==> src/rtl/mips_dec_pkg.sv <==
// Shared encodings for the MIPS decode stage: opcode/funct values, class indices
// and the decoded-instruction record passed between the decoder and the stage.
package mips_dec_pkg;

  localparam logic [5:0] OP_RTYPE = 6'h00;
  localparam logic [5:0] OP_J     = 6'h02;
  localparam logic [5:0] OP_JAL   = 6'h03;
  localparam logic [5:0] OP_BEQ   = 6'h04;
  localparam logic [5:0] OP_ADDIU = 6'h09;
  localparam logic [5:0] OP_ORI   = 6'h0D;
  localparam logic [5:0] OP_LUI   = 6'h0F;
  localparam logic [5:0] OP_LW    = 6'h23;
  localparam logic [5:0] OP_SW    = 6'h2B;

  localparam logic [5:0] FN_SLL   = 6'h00;
  localparam logic [5:0] FN_JR    = 6'h08;
  localparam logic [5:0] FN_JALR  = 6'h09;
  localparam logic [5:0] FN_ADDU  = 6'h21;
  localparam logic [5:0] FN_SUBU  = 6'h23;
  localparam logic [5:0] FN_SLT   = 6'h2A;

  localparam int CLS_ORI   = 0;
  localparam int CLS_LUI   = 1;
  localparam int CLS_LW    = 2;
  localparam int CLS_SW    = 3;
  localparam int CLS_BEQ   = 4;
  localparam int CLS_JAL   = 5;
  localparam int CLS_ADDU  = 6;
  localparam int CLS_SUBU  = 7;
  localparam int CLS_JR    = 8;
  localparam int CLS_ADDIU = 9;
  localparam int CLS_J     = 10;
  localparam int CLS_SLT   = 11;
  localparam int CLS_SLL   = 12;
  localparam int CLS_JALR  = 13;
  localparam int CLS_NOP   = 14;
  localparam int NCLS      = 15;

  typedef struct packed {
    logic [NCLS-1:0] cls;
    logic [4:0]      wr_reg;
    logic            we;
    logic            illegal;
    logic            uses_rs;
    logic            uses_rt;
  } dec_t;

endpackage

==> src/rtl/mips_decode_stage_if.sv <==
// Fetch-side and execute-side handshake/bundle signals of the decode stage.
interface mips_decode_stage_if #(
  parameter int PC_W = 32
);
  import mips_dec_pkg::*;

  logic            in_valid;
  logic            in_ready;
  logic [31:0]     in_instr;
  logic [PC_W-1:0] in_pc;
  logic            out_valid;
  logic            out_ready;
  logic [PC_W-1:0] out_pc;
  logic [NCLS-1:0] out_cls;
  logic [4:0]      out_rs;
  logic [4:0]      out_rt;
  logic [4:0]      out_rd;
  logic [15:0]     out_imm16;
  logic [4:0]      out_wr_reg;
  logic            out_we;
  logic            out_illegal;

  modport slave (
    input  in_valid, in_instr, in_pc, out_ready,
    output in_ready, out_valid, out_pc, out_cls, out_rs, out_rt, out_rd,
           out_imm16, out_wr_reg, out_we, out_illegal
  );

  modport master (
    output in_valid, in_instr, in_pc, out_ready,
    input  in_ready, out_valid, out_pc, out_cls, out_rs, out_rt, out_rd,
           out_imm16, out_wr_reg, out_we, out_illegal
  );
endinterface

==> src/rtl/mips_decode_comb.sv <==
// Purely combinational instruction decoder: class, destination, write enable,
// legality and which source register fields the instruction actually reads.
module mips_decode_comb
  import mips_dec_pkg::*;
#(
  parameter bit EXT_EN = 1'b1
) (
  input  logic [31:0] instr,
  output dec_t        dec
);

  logic [5:0] op_s;
  logic [5:0] fn_s;
  logic [4:0] rt_s;
  logic [4:0] rd_s;

  assign op_s = instr[31:26];
  assign fn_s = instr[5:0];
  assign rt_s = instr[20:16];
  assign rd_s = instr[15:11];

  // Opcode/funct decode; anything unmatched falls through as illegal with no side effects.
  always_comb begin
    dec         = '0;
    dec.illegal = 1'b1;
    if (instr == 32'h0000_0000) begin
      dec.cls[CLS_NOP] = 1'b1;
      dec.illegal      = 1'b0;
    end else begin
      case (op_s)
        OP_ORI: begin
          dec.cls[CLS_ORI] = 1'b1; dec.wr_reg = rt_s; dec.uses_rs = 1'b1; dec.illegal = 1'b0;
        end
        OP_LUI: begin
          dec.cls[CLS_LUI] = 1'b1; dec.wr_reg = rt_s; dec.illegal = 1'b0;
        end
        OP_LW: begin
          dec.cls[CLS_LW] = 1'b1; dec.wr_reg = rt_s; dec.uses_rs = 1'b1; dec.illegal = 1'b0;
        end
        OP_SW: begin
          dec.cls[CLS_SW] = 1'b1; dec.uses_rs = 1'b1; dec.uses_rt = 1'b1; dec.illegal = 1'b0;
        end
        OP_BEQ: begin
          dec.cls[CLS_BEQ] = 1'b1; dec.uses_rs = 1'b1; dec.uses_rt = 1'b1; dec.illegal = 1'b0;
        end
        OP_JAL: begin
          dec.cls[CLS_JAL] = 1'b1; dec.wr_reg = 5'd31; dec.illegal = 1'b0;
        end
        OP_ADDIU: begin
          if (EXT_EN) begin
            dec.cls[CLS_ADDIU] = 1'b1; dec.wr_reg = rt_s; dec.uses_rs = 1'b1; dec.illegal = 1'b0;
          end else begin
            dec.illegal = 1'b1;
          end
        end
        OP_J: begin
          if (EXT_EN) begin
            dec.cls[CLS_J] = 1'b1; dec.illegal = 1'b0;
          end else begin
            dec.illegal = 1'b1;
          end
        end
        OP_RTYPE: begin
          case (fn_s)
            FN_ADDU: begin
              dec.cls[CLS_ADDU] = 1'b1; dec.wr_reg = rd_s;
              dec.uses_rs = 1'b1; dec.uses_rt = 1'b1; dec.illegal = 1'b0;
            end
            FN_SUBU: begin
              dec.cls[CLS_SUBU] = 1'b1; dec.wr_reg = rd_s;
              dec.uses_rs = 1'b1; dec.uses_rt = 1'b1; dec.illegal = 1'b0;
            end
            FN_JR: begin
              dec.cls[CLS_JR] = 1'b1; dec.uses_rs = 1'b1; dec.illegal = 1'b0;
            end
            FN_SLT: begin
              if (EXT_EN) begin
                dec.cls[CLS_SLT] = 1'b1; dec.wr_reg = rd_s;
                dec.uses_rs = 1'b1; dec.uses_rt = 1'b1; dec.illegal = 1'b0;
              end else begin
                dec.illegal = 1'b1;
              end
            end
            FN_SLL: begin
              if (EXT_EN) begin
                dec.cls[CLS_SLL] = 1'b1; dec.wr_reg = rd_s; dec.uses_rt = 1'b1; dec.illegal = 1'b0;
              end else begin
                dec.illegal = 1'b1;
              end
            end
            FN_JALR: begin
              if (EXT_EN) begin
                dec.cls[CLS_JALR] = 1'b1; dec.wr_reg = rd_s; dec.uses_rs = 1'b1; dec.illegal = 1'b0;
              end else begin
                dec.illegal = 1'b1;
              end
            end
            default: dec.illegal = 1'b1;
          endcase
        end
        default: dec.illegal = 1'b1;
      endcase
    end
    dec.we = !dec.illegal && (dec.wr_reg != 5'd0);
  end

endmodule

==> src/rtl/mips_decode_stage.sv <==
// Registered MIPS decode stage: valid/ready pipeline register around the decoder,
// one-bubble load-use interlock and saturating performance counters.
module mips_decode_stage
  import mips_dec_pkg::*;
#(
  parameter int PC_W        = 32,
  parameter int CNT_W       = 16,
  parameter bit EXT_EN      = 1'b1,
  parameter bit LOAD_USE_EN = 1'b1
) (
  input  logic             clk,
  input  logic             rst_n,
  input  logic             flush,
  mips_decode_stage_if.slave bus,
  output logic [CNT_W-1:0] cnt_instr,
  output logic [CNT_W-1:0] cnt_bubble,
  output logic [CNT_W-1:0] cnt_illegal
);

  localparam logic [CNT_W-1:0] CNT_ONE = {{(CNT_W-1){1'b0}}, 1'b1};
  localparam logic [CNT_W-1:0] CNT_MAX = {CNT_W{1'b1}};

  dec_t            dec_in_s;
  logic            hazard_s;
  logic            in_ready_s;
  logic            xfer_in_s;
  logic            xfer_out_s;

  logic            out_valid_r;
  logic [PC_W-1:0] pc_r;
  logic [25:0]     fields_r;
  logic [NCLS-1:0] cls_r;
  logic [4:0]      wr_r;
  logic            we_r;
  logic            ill_r;
  logic [CNT_W-1:0] cnt_instr_r;
  logic [CNT_W-1:0] cnt_bubble_r;
  logic [CNT_W-1:0] cnt_illegal_r;

  mips_decode_comb #(.EXT_EN(EXT_EN)) u_dec (
    .instr (bus.in_instr),
    .dec   (dec_in_s)
  );

  // Load-use check only looks at the held bundle, so a dependent op waits exactly one cycle.
  always_comb begin
    hazard_s = 1'b0;
    if (LOAD_USE_EN && out_valid_r && cls_r[CLS_LW] && (wr_r != 5'd0) && bus.in_valid) begin
      hazard_s = (dec_in_s.uses_rs && (bus.in_instr[25:21] == wr_r)) ||
                 (dec_in_s.uses_rt && (bus.in_instr[20:16] == wr_r));
    end else begin
      hazard_s = 1'b0;
    end
  end

  // Handshake qualifiers; a flushed cycle neither accepts nor retires.
  always_comb begin
    in_ready_s = rst_n && !flush && (!out_valid_r || bus.out_ready) && !hazard_s;
    xfer_in_s  = bus.in_valid && in_ready_s;
    xfer_out_s = out_valid_r && bus.out_ready && !flush;
  end

  // Output pipeline register.
  always_ff @(posedge clk or negedge rst_n) begin
    if (!rst_n) begin
      out_valid_r <= 1'b0;
      pc_r        <= '0;
      fields_r    <= 26'd0;
      cls_r       <= '0;
      wr_r        <= 5'd0;
      we_r        <= 1'b0;
      ill_r       <= 1'b0;
    end else if (flush) begin
      out_valid_r <= 1'b0;
    end else if (xfer_in_s) begin
      out_valid_r <= 1'b1;
      pc_r        <= bus.in_pc;
      fields_r    <= bus.in_instr[25:0];
      cls_r       <= dec_in_s.cls;
      wr_r        <= dec_in_s.wr_reg;
      we_r        <= dec_in_s.we;
      ill_r       <= dec_in_s.illegal;
    end else if (xfer_out_s) begin
      out_valid_r <= 1'b0;
    end
  end

  // Saturating performance counters.
  always_ff @(posedge clk or negedge rst_n) begin
    if (!rst_n) begin
      cnt_instr_r   <= '0;
      cnt_bubble_r  <= '0;
      cnt_illegal_r <= '0;
    end else begin
      if (xfer_out_s && (cnt_instr_r != CNT_MAX)) begin
        cnt_instr_r <= cnt_instr_r + CNT_ONE;
      end
      if (xfer_out_s && ill_r && (cnt_illegal_r != CNT_MAX)) begin
        cnt_illegal_r <= cnt_illegal_r + CNT_ONE;
      end
      if (hazard_s && !flush && (cnt_bubble_r != CNT_MAX)) begin
        cnt_bubble_r <= cnt_bubble_r + CNT_ONE;
      end
    end
  end

  assign bus.in_ready    = in_ready_s;
  assign bus.out_valid   = out_valid_r;
  assign bus.out_pc      = pc_r;
  assign bus.out_cls     = cls_r;
  assign bus.out_rs      = fields_r[25:21];
  assign bus.out_rt      = fields_r[20:16];
  assign bus.out_rd      = fields_r[15:11];
  assign bus.out_imm16   = fields_r[15:0];
  assign bus.out_wr_reg  = wr_r;
  assign bus.out_we      = we_r;
  assign bus.out_illegal = ill_r;
  assign cnt_instr       = cnt_instr_r;
  assign cnt_bubble      = cnt_bubble_r;
  assign cnt_illegal     = cnt_illegal_r;

endmodule
==> src/flat_wrapper.sv <==
// flat-port wrapper written by rule: the top's interface ports become plain ports
module mips_decode_stage_flat import mips_dec_pkg::*;
#(
  parameter int PC_W        = 32,
  parameter int CNT_W       = 16,
  parameter bit EXT_EN      = 1'b1,
  parameter bit LOAD_USE_EN = 1'b1
)
  (clk, rst_n, flush, cnt_instr, cnt_bubble, cnt_illegal, bus_in_valid, bus_in_instr, bus_in_pc, bus_out_ready, bus_in_ready, bus_out_valid, bus_out_pc, bus_out_cls, bus_out_rs, bus_out_rt, bus_out_rd, bus_out_imm16, bus_out_wr_reg, bus_out_we, bus_out_illegal);
  mips_decode_stage_if #(.PC_W(PC_W)) bus_i ();
  input  logic clk;
  input  logic rst_n;
  input  logic flush;
  output logic [CNT_W-1:0] cnt_instr;
  output logic [CNT_W-1:0] cnt_bubble;
  output logic [CNT_W-1:0] cnt_illegal;
  input wire logic [$bits(bus_i.in_valid)-1:0] bus_in_valid;
  input wire logic [$bits(bus_i.in_instr)-1:0] bus_in_instr;
  input wire logic [$bits(bus_i.in_pc)-1:0] bus_in_pc;
  input wire logic [$bits(bus_i.out_ready)-1:0] bus_out_ready;
  output wire logic [$bits(bus_i.in_ready)-1:0] bus_in_ready;
  output wire logic [$bits(bus_i.out_valid)-1:0] bus_out_valid;
  output wire logic [$bits(bus_i.out_pc)-1:0] bus_out_pc;
  output wire logic [$bits(bus_i.out_cls)-1:0] bus_out_cls;
  output wire logic [$bits(bus_i.out_rs)-1:0] bus_out_rs;
  output wire logic [$bits(bus_i.out_rt)-1:0] bus_out_rt;
  output wire logic [$bits(bus_i.out_rd)-1:0] bus_out_rd;
  output wire logic [$bits(bus_i.out_imm16)-1:0] bus_out_imm16;
  output wire logic [$bits(bus_i.out_wr_reg)-1:0] bus_out_wr_reg;
  output wire logic [$bits(bus_i.out_we)-1:0] bus_out_we;
  output wire logic [$bits(bus_i.out_illegal)-1:0] bus_out_illegal;
  assign bus_i.in_valid = bus_in_valid;
  assign bus_i.in_instr = bus_in_instr;
  assign bus_i.in_pc = bus_in_pc;
  assign bus_i.out_ready = bus_out_ready;
  assign bus_in_ready = bus_i.in_ready;
  assign bus_out_valid = bus_i.out_valid;
  assign bus_out_pc = bus_i.out_pc;
  assign bus_out_cls = bus_i.out_cls;
  assign bus_out_rs = bus_i.out_rs;
  assign bus_out_rt = bus_i.out_rt;
  assign bus_out_rd = bus_i.out_rd;
  assign bus_out_imm16 = bus_i.out_imm16;
  assign bus_out_wr_reg = bus_i.out_wr_reg;
  assign bus_out_we = bus_i.out_we;
  assign bus_out_illegal = bus_i.out_illegal;
  mips_decode_stage #(.PC_W(PC_W), .CNT_W(CNT_W), .EXT_EN(EXT_EN), .LOAD_USE_EN(LOAD_USE_EN)) u_core (.clk(clk), .rst_n(rst_n), .flush(flush), .bus(bus_i), .cnt_instr(cnt_instr), .cnt_bubble(cnt_bubble), .cnt_illegal(cnt_illegal));
endmodule
==> config.mk <==
export PLATFORM = sky130hd
export DESIGN_NAME = mips_decode_stage_flat
export DESIGN_NICKNAME = d
export VERILOG_FILES = /design/src/rtl/mips_dec_pkg.sv /design/src/rtl/mips_decode_stage_if.sv /design/src/rtl/mips_decode_comb.sv /design/src/rtl/mips_decode_stage.sv /design/src/flat_wrapper.sv
export SDC_FILE = /design/constraint.sdc
export NUM_CORES = 1
export LEC_CHECK = 0
export ABC_AREA = 1
export BUFFER_PORTS_ARGS = -buffer_cell sky130_fd_sc_hd__buf_4
export CORE_ASPECT_RATIO = 1.2
export CORE_MARGIN = 10
export CORE_UTILIZATION = 47
export CTS_CLUSTER_DIAMETER = 60
export DETAILED_ROUTE_END_ITERATION = 6
export PLACE_DENSITY = 0.79
export SKIP_LAST_GASP = 1
export SYNTH_ARGS = -nofsm -noshare
export SYNTH_HDL_FRONTEND = slang
export SYNTH_SLANG_ARGS = --single-unit
==> constraint.sdc <==
create_clock -name clk -period 1.9 [get_ports clk]
set_clock_uncertainty 0.05 [all_clocks]
set_input_delay 0.475 -clock clk [delete_from_list [all_inputs] [get_ports clk]]
set_output_delay 0.475 -clock clk [all_outputs]
set_load 0.005 [all_outputs]
Word-level counts from Yosys, hierarchy flattened:

Index checks and enable logic that the tools add are counted.

* register bits after elaboration: 129
* bits in latches: 0
* RAM bits: 0
* ROM bits: 0
* input bits: 69
* output and inout bits: 135
* logic and storage cells: 102
* memories kept: 0

* add/subtract/negate cells: 3
* multipliers: 0
* div/mod/pow operators: 0
* magnitude comparators: 0
* equality and inequality tests: 18
* shift operators: 0
* muxes and demuxes: 32
* bitwise operators: 1
* reductions and logical operators: 38

Operator list (count)
* $add A16 B1 Y16 const B: 3
* $ne A16 B16 Y1 const B: 3
* $logic_not A32 Y1: 1
* $eq A6 B4 Y1 const B: 5
* $eq A6 B6 Y1 const B: 5
* $mux W1: 23
* $mux W19: 1
* $logic_and A1 B1 Y1: 17
* $pmux W5 S3: 1
* $reduce_or A5 Y1: 3
* $eq A6 B2 Y1 const B: 2
* $logic_not A6 Y1: 2
* $eq A5 B5 Y1: 2
* $reduce_bool A5 Y1: 2
* $reduce_or A4 Y1: 2
* $reduce_or A8 Y1: 1
* $eq A6 B3 Y1 const B: 1
* $mux W3: 2
* $pmux W1 S2: 3
* $reduce_or A6 Y1: 1
* $mux W5: 1
* $logic_not A1 Y1: 4
* $reduce_bool A3 Y1: 1
* $logic_or A1 B1 Y1: 2
* other kinds (4): 4

Longest topological paths before layout:

* word-level depth: 13
* gate-level depth with buffers: 14
* depth with buffers taken out: 13

Modules after synthesis:

A second synthesis with hierarchy kept.

* cell total of the unflattened synthesis: 911
* area total of the unflattened synthesis: 6944.2 um^2

By module, submodules not included
* mips_decode_stage: times used 1, cells each 777, area each 6283.5 um^2
* mips_decode_comb: times used 1, cells each 134, area each 660.6 um^2

Worst setup path before layout:

OpenSTA, ideal clock, no wires.

* path type: input to output
* start: input port bus_in_instr[31]
* end: output port bus_in_ready
* arrival time: 1421 ps
* slack: -46 ps
* stages on the path: 9
* cell sequence: nor2_4 nand2_2 inv_2 nand3_1 nor2_1 nand2_1 nand3_1 nand2_1 a21oi_1

* cells in the longest elaborated chain, start to end: 9

Ends and longest elaborated chain
* from (decl): RTL line flat_wrapper.sv:18 `input wire logic [$bits(bus_i.in_instr)-1:0] bus_in_instr;`
* $eq A6 B4 Y1, or another cell as far along: RTL line mips_decode_comb.sv:30 `case (op_s)`
* $reduce_or A5 Y1 (no source line) or $reduce_or A2 Y1 (tied branches)
* $pmux W1 S2: RTL line mips_decode_comb.sv:30
* $mux W2 *: RTL line mips_decode_comb.sv:26 `if (instr == 32'h0000_0000) begin`
* $logic_and A1 B1 Y1 (on tied branches): RTL line mips_decode_stage.sv:49, mips_decode_stage.sv:50
* $logic_or A1 B1 Y1 *: RTL line mips_decode_stage.sv:49 `hazard_s = (dec_in_s.uses_rs && (bus.in_instr[25:21] == wr_r)) ||`
* $mux W1 *: RTL line mips_decode_stage.sv:48 `if (LOAD_USE_EN && out_valid_r && cls_r[CLS_LW] && (wr_r != 5'd0) && bus.in_valid) begin`
* $logic_not A1 Y1 *: RTL line mips_decode_stage.sv:58 `in_ready_s = rst_n && !flush && (!out_valid_r || bus.out_ready) && !hazard_s;`
* $logic_and A1 B1 Y1 *: RTL line mips_decode_stage.sv:58
* to (decl): RTL line flat_wrapper.sv:21 `output wire logic [$bits(bus_i.in_ready)-1:0] bus_in_ready;`

Every way passes the cells marked *; elsewhere a longest branch is shown, timed or not.

Final worst setup path:

* start: register u_core.wr_r[0] (netlist: u_core.bus.out_wr_reg[0])
* end: output port bus_in_ready

* cells in the longest elaborated chain, start to end: 6

Ends and longest elaborated chain
* from (decl): RTL line mips_decode_stage.sv:33 `logic [4:0] wr_r;`
* from (signal assigned): RTL line mips_decode_stage.sv:80 `wr_r <= dec_in_s.wr_reg;`
* $eq A5 B5 Y1, or another cell as far along: RTL line mips_decode_stage.sv:49
* $logic_and A1 B1 Y1 (on tied branches): RTL line mips_decode_stage.sv:49, mips_decode_stage.sv:48, mips_decode_stage.sv:50
* $logic_or A1 B1 Y1 or $logic_and A1 B1 Y1 (tied branches): RTL line mips_decode_stage.sv:49, mips_decode_stage.sv:48
* $mux W1 *: RTL line mips_decode_stage.sv:48
* $logic_not A1 Y1 *: RTL line mips_decode_stage.sv:58
* $logic_and A1 B1 Y1 *: RTL line mips_decode_stage.sv:58

Marks and branches as above.

==> results.py <==
metrics = {
    "global_routing": {
        "grt_pass1_wl_mm": 34.5,
        "grt_pass1_vias": 6841,
        "grt_max_degree": 130,
        "grt_overflow_total": 0,
        "antenna_found_initial": 2,
        "grt_usage_pct": 22.3,
    },
    "synth": {
        "avgSynthCellArea_sq_um": 8.08,
        "yosysUniqueCellTypes": 36,
        "synth.yosys.seq_area_share_pct": 48.1,
        "yosys_warnings": 0,
        "synth_fp_nets": 903,
        "synth_seq_cells": 129,
        "synth_ff_type": "dfrtp_1",
        "synth_area_sq_um": 6710,
        "syn_inst": 831,
        "ys_async_sr_fraction_pct": 100,
        "synth_edf_count": 0,
    },
    "power": {
        "power.leakage_nw": 5.52,
        "irDropWorstVdd_mv": 0.459,
        "netSwitchingPower_mw": 2.31,
        "clkPwrFrac_pct": 41.2,
        "powerDensity_nw_per_um2": 812,
        "switching_share_pct": 27.3,
        "p_int_mw": 6.17,
        "p_total_mw": 8.49,
        "pwr-share-comb_pct": 19.9,
        "seq_power_share_pct": 39.0,
    },
    "setup_path": {
        "critical_path_class": "reg2out",
        "cp-startpoint": "u_core.bus.out_wr_reg[0]",
        "reg2reg_slack_ns": -0.39,
        "worstPathArrival_ns": 1.86,
        "crit_buf_inv": 1,
        "worstSetupStartpointType": "flip-flop",
        "crit_end": "bus_in_ready",
        "r2r_cells": 13,
        "cpPeakStageDelay_ns": 0.46,
        "timing.rr.end": "u_core.fields_r[9]",
        "cpLargestDelayFamily": "flip-flops",
        "worstSetupEndpointType": "output pin",
        "r2r_start": "u_core.bus.out_wr_reg[0]",
        "critPathSlowestCell": "dfrtp_2",
        "crit_chain": "xnor2_2 > o2111ai_2 > nor2_2 > nand2_2 > nand2_2 > a21oi_2 > buf_4",
        "cpMostUsedCell": "nand2_2",
        "cp.required_ns": 1.37,
        "cp_max_fo": 5,
        "critical_path_depth": 7,
    },
    "drt": {
        "ant_nets": 0,
        "viasPerCell": 5.48,
        "num_vias": 7283,
        "drtPass1Iterations": 5,
        "wl_per_cell_um": 19.0,
        "drc": 0,
        "wl_mm": 25.2,
        "initialDrtViolationCount": 561,
    },
    "clocking": {
        "cts_tree": "built",
        "ctsRootBufferMaster": "clkbuf_16",
        "cts.path.max_buffers": 2,
        "clk_pin_slew_ns": 0.06,
        "clk_latency_ns": 0.42,
        "htree_levels": 4,
        "cts.sinks": 129,
        "numCtsBuffers": 17,
    },
    "floorplanning": {
        "num_io_pins": 204,
        "die-area_sq_um": 19500,
        "die_w_um": 129,
        "floorplan.initialDensity_pct": 48.4,
        "core_area_sq_um": 13900,
        "die_h_um": 151,
        "rows": 47,
    },
    "run_status": {
        "status": "finished, violations left",
        "violations": "negative setup slack",
    },
    "timing": {
        "clock.fmax_ghz": 0.419,
        "setup_viol": 98,
        "post-route-min-period_ns": 2.39,
        "relSlewSlack_pct": 54.2,
        "period_share_pct": 126,
        "final.setup.tns_ns": -33.12,
        "setup_ws_ns": -0.488,
        "worstMarginPinSlew_ns": 0.687,
        "grt_setup_unrepaired": "yes",
        "hold_viol": 0,
        "slew_violations": 0,
    },
    "placement": {
        "hpwl_mm": 15.8,
        "place_congestion": 0.951,
        "port_buffers": 203,
    },
    "finish": {
        "drive_gt1_share_pct": 37.3,
        "nets": 1214,
        "syn2layout_area_growth_pct": 55.7,
        "largest_register_ffs": 32,
        "fillers": 972,
    },
    "min_path": {
        "worstHoldPathType": "in2async",
    },
    "job": {
        "drv_cap": 0,
    },
}
-- Yosys cell counts (3+ instances only) --
cell | instances | share of area, %
o21ai_0 | 7 | 0.52
buf_4 | 5 | 0.56
a21oi_1 | 5 | 0.37
nor2_1 | 70 | 3.9
nand3_1 | 41 | 3.1
nand4_1 | 89 | 8.3
inv_1 | 77 | 4.3
nor4_1 | 9 | 0.84
buf_2 | 3 | 0.22
buf_1 | 4 | 0.22
nand2_1 | 262 | 15
xor2_1 | 27 | 3.5
o21ai_1 | 14 | 1.0
nor3_1 | 13 | 0.97
ha_1 | 3 | 0.56
dfrtp_1 | 129 | 48
buf_6 | 15 | 2.5
xnor2_1 | 22 | 2.9
clkbuf_1 | 13 | 0.73
-- cell usage in the layout, fill, tap and decap left out, drive strengths merged --
cell / instances
o2111ai: 2
bufinv: 4
nor4b: 1
nand4: 90
nor4: 9
nand3: 44
o211ai: 1
nand2: 265
nor2: 73
clkinvlp: 3
a31oi: 2
o31ai: 1
a21oi: 5
diode: 2
ha: 3
xnor2: 22
or2: 3
xor2: 27
clkbuf: 31
clkinv: 5
nand3b: 1
inv: 82
o21ai: 21
buf: 318
dfrtp: 129
nor3: 13
-- how the worst min path moves through the flow --
| stage | start | endpoint | slack, ns |
|---|---|---|---|
| final | rst_n | u_core.bus.out_pc[26] | 0.16 |
| after global routing | rst_n | u_core.bus.out_pc[14] | 0.21 |
| after CTS | rst_n | u_core.bus.out_pc[26] | 0.18 |
| after detailed placement | u_core.fields_r[4] | u_core.fields_r[4] | 0.41 |
| after global placement | u_core.bus.out_pc[21] | u_core.bus.out_pc[21] | 0.40 |
| after floorplan | rst_n | u_core.bus.out_cls[0] | 0.13 |
-- repair_timing --
item,CTS,global route
hold buffers,0,0
setup endpoints to repair,1,104
cloned,0,18
setup buffers,10,8
pin swaps,5,21
gates resized for setup,12,73
-- power groups by stage --
| stage | logic (mW) | registers (mW) | clock network (mW) |
|---|---|---|---|
| final | 1.69 | 3.31 | 3.49 |
| after global routing | 1.83 | 3.34 | 3.64 |
| after CTS | 1.51 | 3.29 | 3.51 |
| after detailed placement | 1.49 | 3.33 | 0 |
| after global placement | 1.45 | 3.31 | 0 |
| after floorplan | 0.493 | 3.33 | 0 |
-- layout make-up --
| cell class | instances | area (sq um) | share of cell area, % |
|---|---|---|---|
| Antenna cell | 2 | 5.00 | 0.0479 |
| Clock buffer | 19 | 443 | 4.24 |
| Multi-Input combinational cell | 583 | 3180 | 30.4 |
| Tap cell | 171 | 214 | 2.05 |
| Timing Repair Buffer | 330 | 2890 | 27.6 |
| Sequential cell | 129 | 3230 | 30.9 |
| Clock inverter | 13 | 184 | 1.76 |
| Inverter | 81 | 307 | 2.93 |
-- metal layers --
layer / GRT usage, % / share of wire (%)
met1: 24.1 / 37
met2: 39.8 / 52
met3: 7.48 / 8.3
met4: 7.97 / 3.4
met5: 0 / 0
-- cell families after synthesis --
kind of cell,Yosys count,share of synthesized area [%]
XOR/XNOR,49,6.39
AND/OR/NAND/NOR,497,33.5
buffers and inverters,121,8.82
adder cells (fa/ha/maj),3,0.559
AO/OA/AOI/OAI,32,2.61
flip-flops,129,48.1
-- worst reg2reg max path, stage by stage (launching register included) --
cell and delay, ns:
dfrtp_2 0.46, xnor2_2 0.23, o2111ai_2 0.18, nor2_2 0.18, nand2_2 0.10, buf_6 0.12
buf_6 0.10, buf_6 0.11, nand2_8 0.07, nand2_8 0.10, nand3_4 0.22, clkbuf_16 0.22
nand2_1 0.06, nand2_1 0.05
-- through the flow --
step / cell area (sq um) / utilization, % / worst slack, ns / std cells / hold WS [ns]
global placement: 9020 / 65.0 / -0.296 / 1259 / 0.404
detailed placement: 9020 / 65.0 / -0.313 / 1259 / 0.410
CTS: 9760 / 70.3 / -0.361 / 1301 / 0.182
finish: 10400 / 75.3 / -0.488 / 1328 / 0.162
global route: 10400 / 75.3 / -0.529 / 1327 / 0.207
floorplan: 6720 / - / 0.0159 / 831 / 0.129
Power figures use the tool's default switching activity.
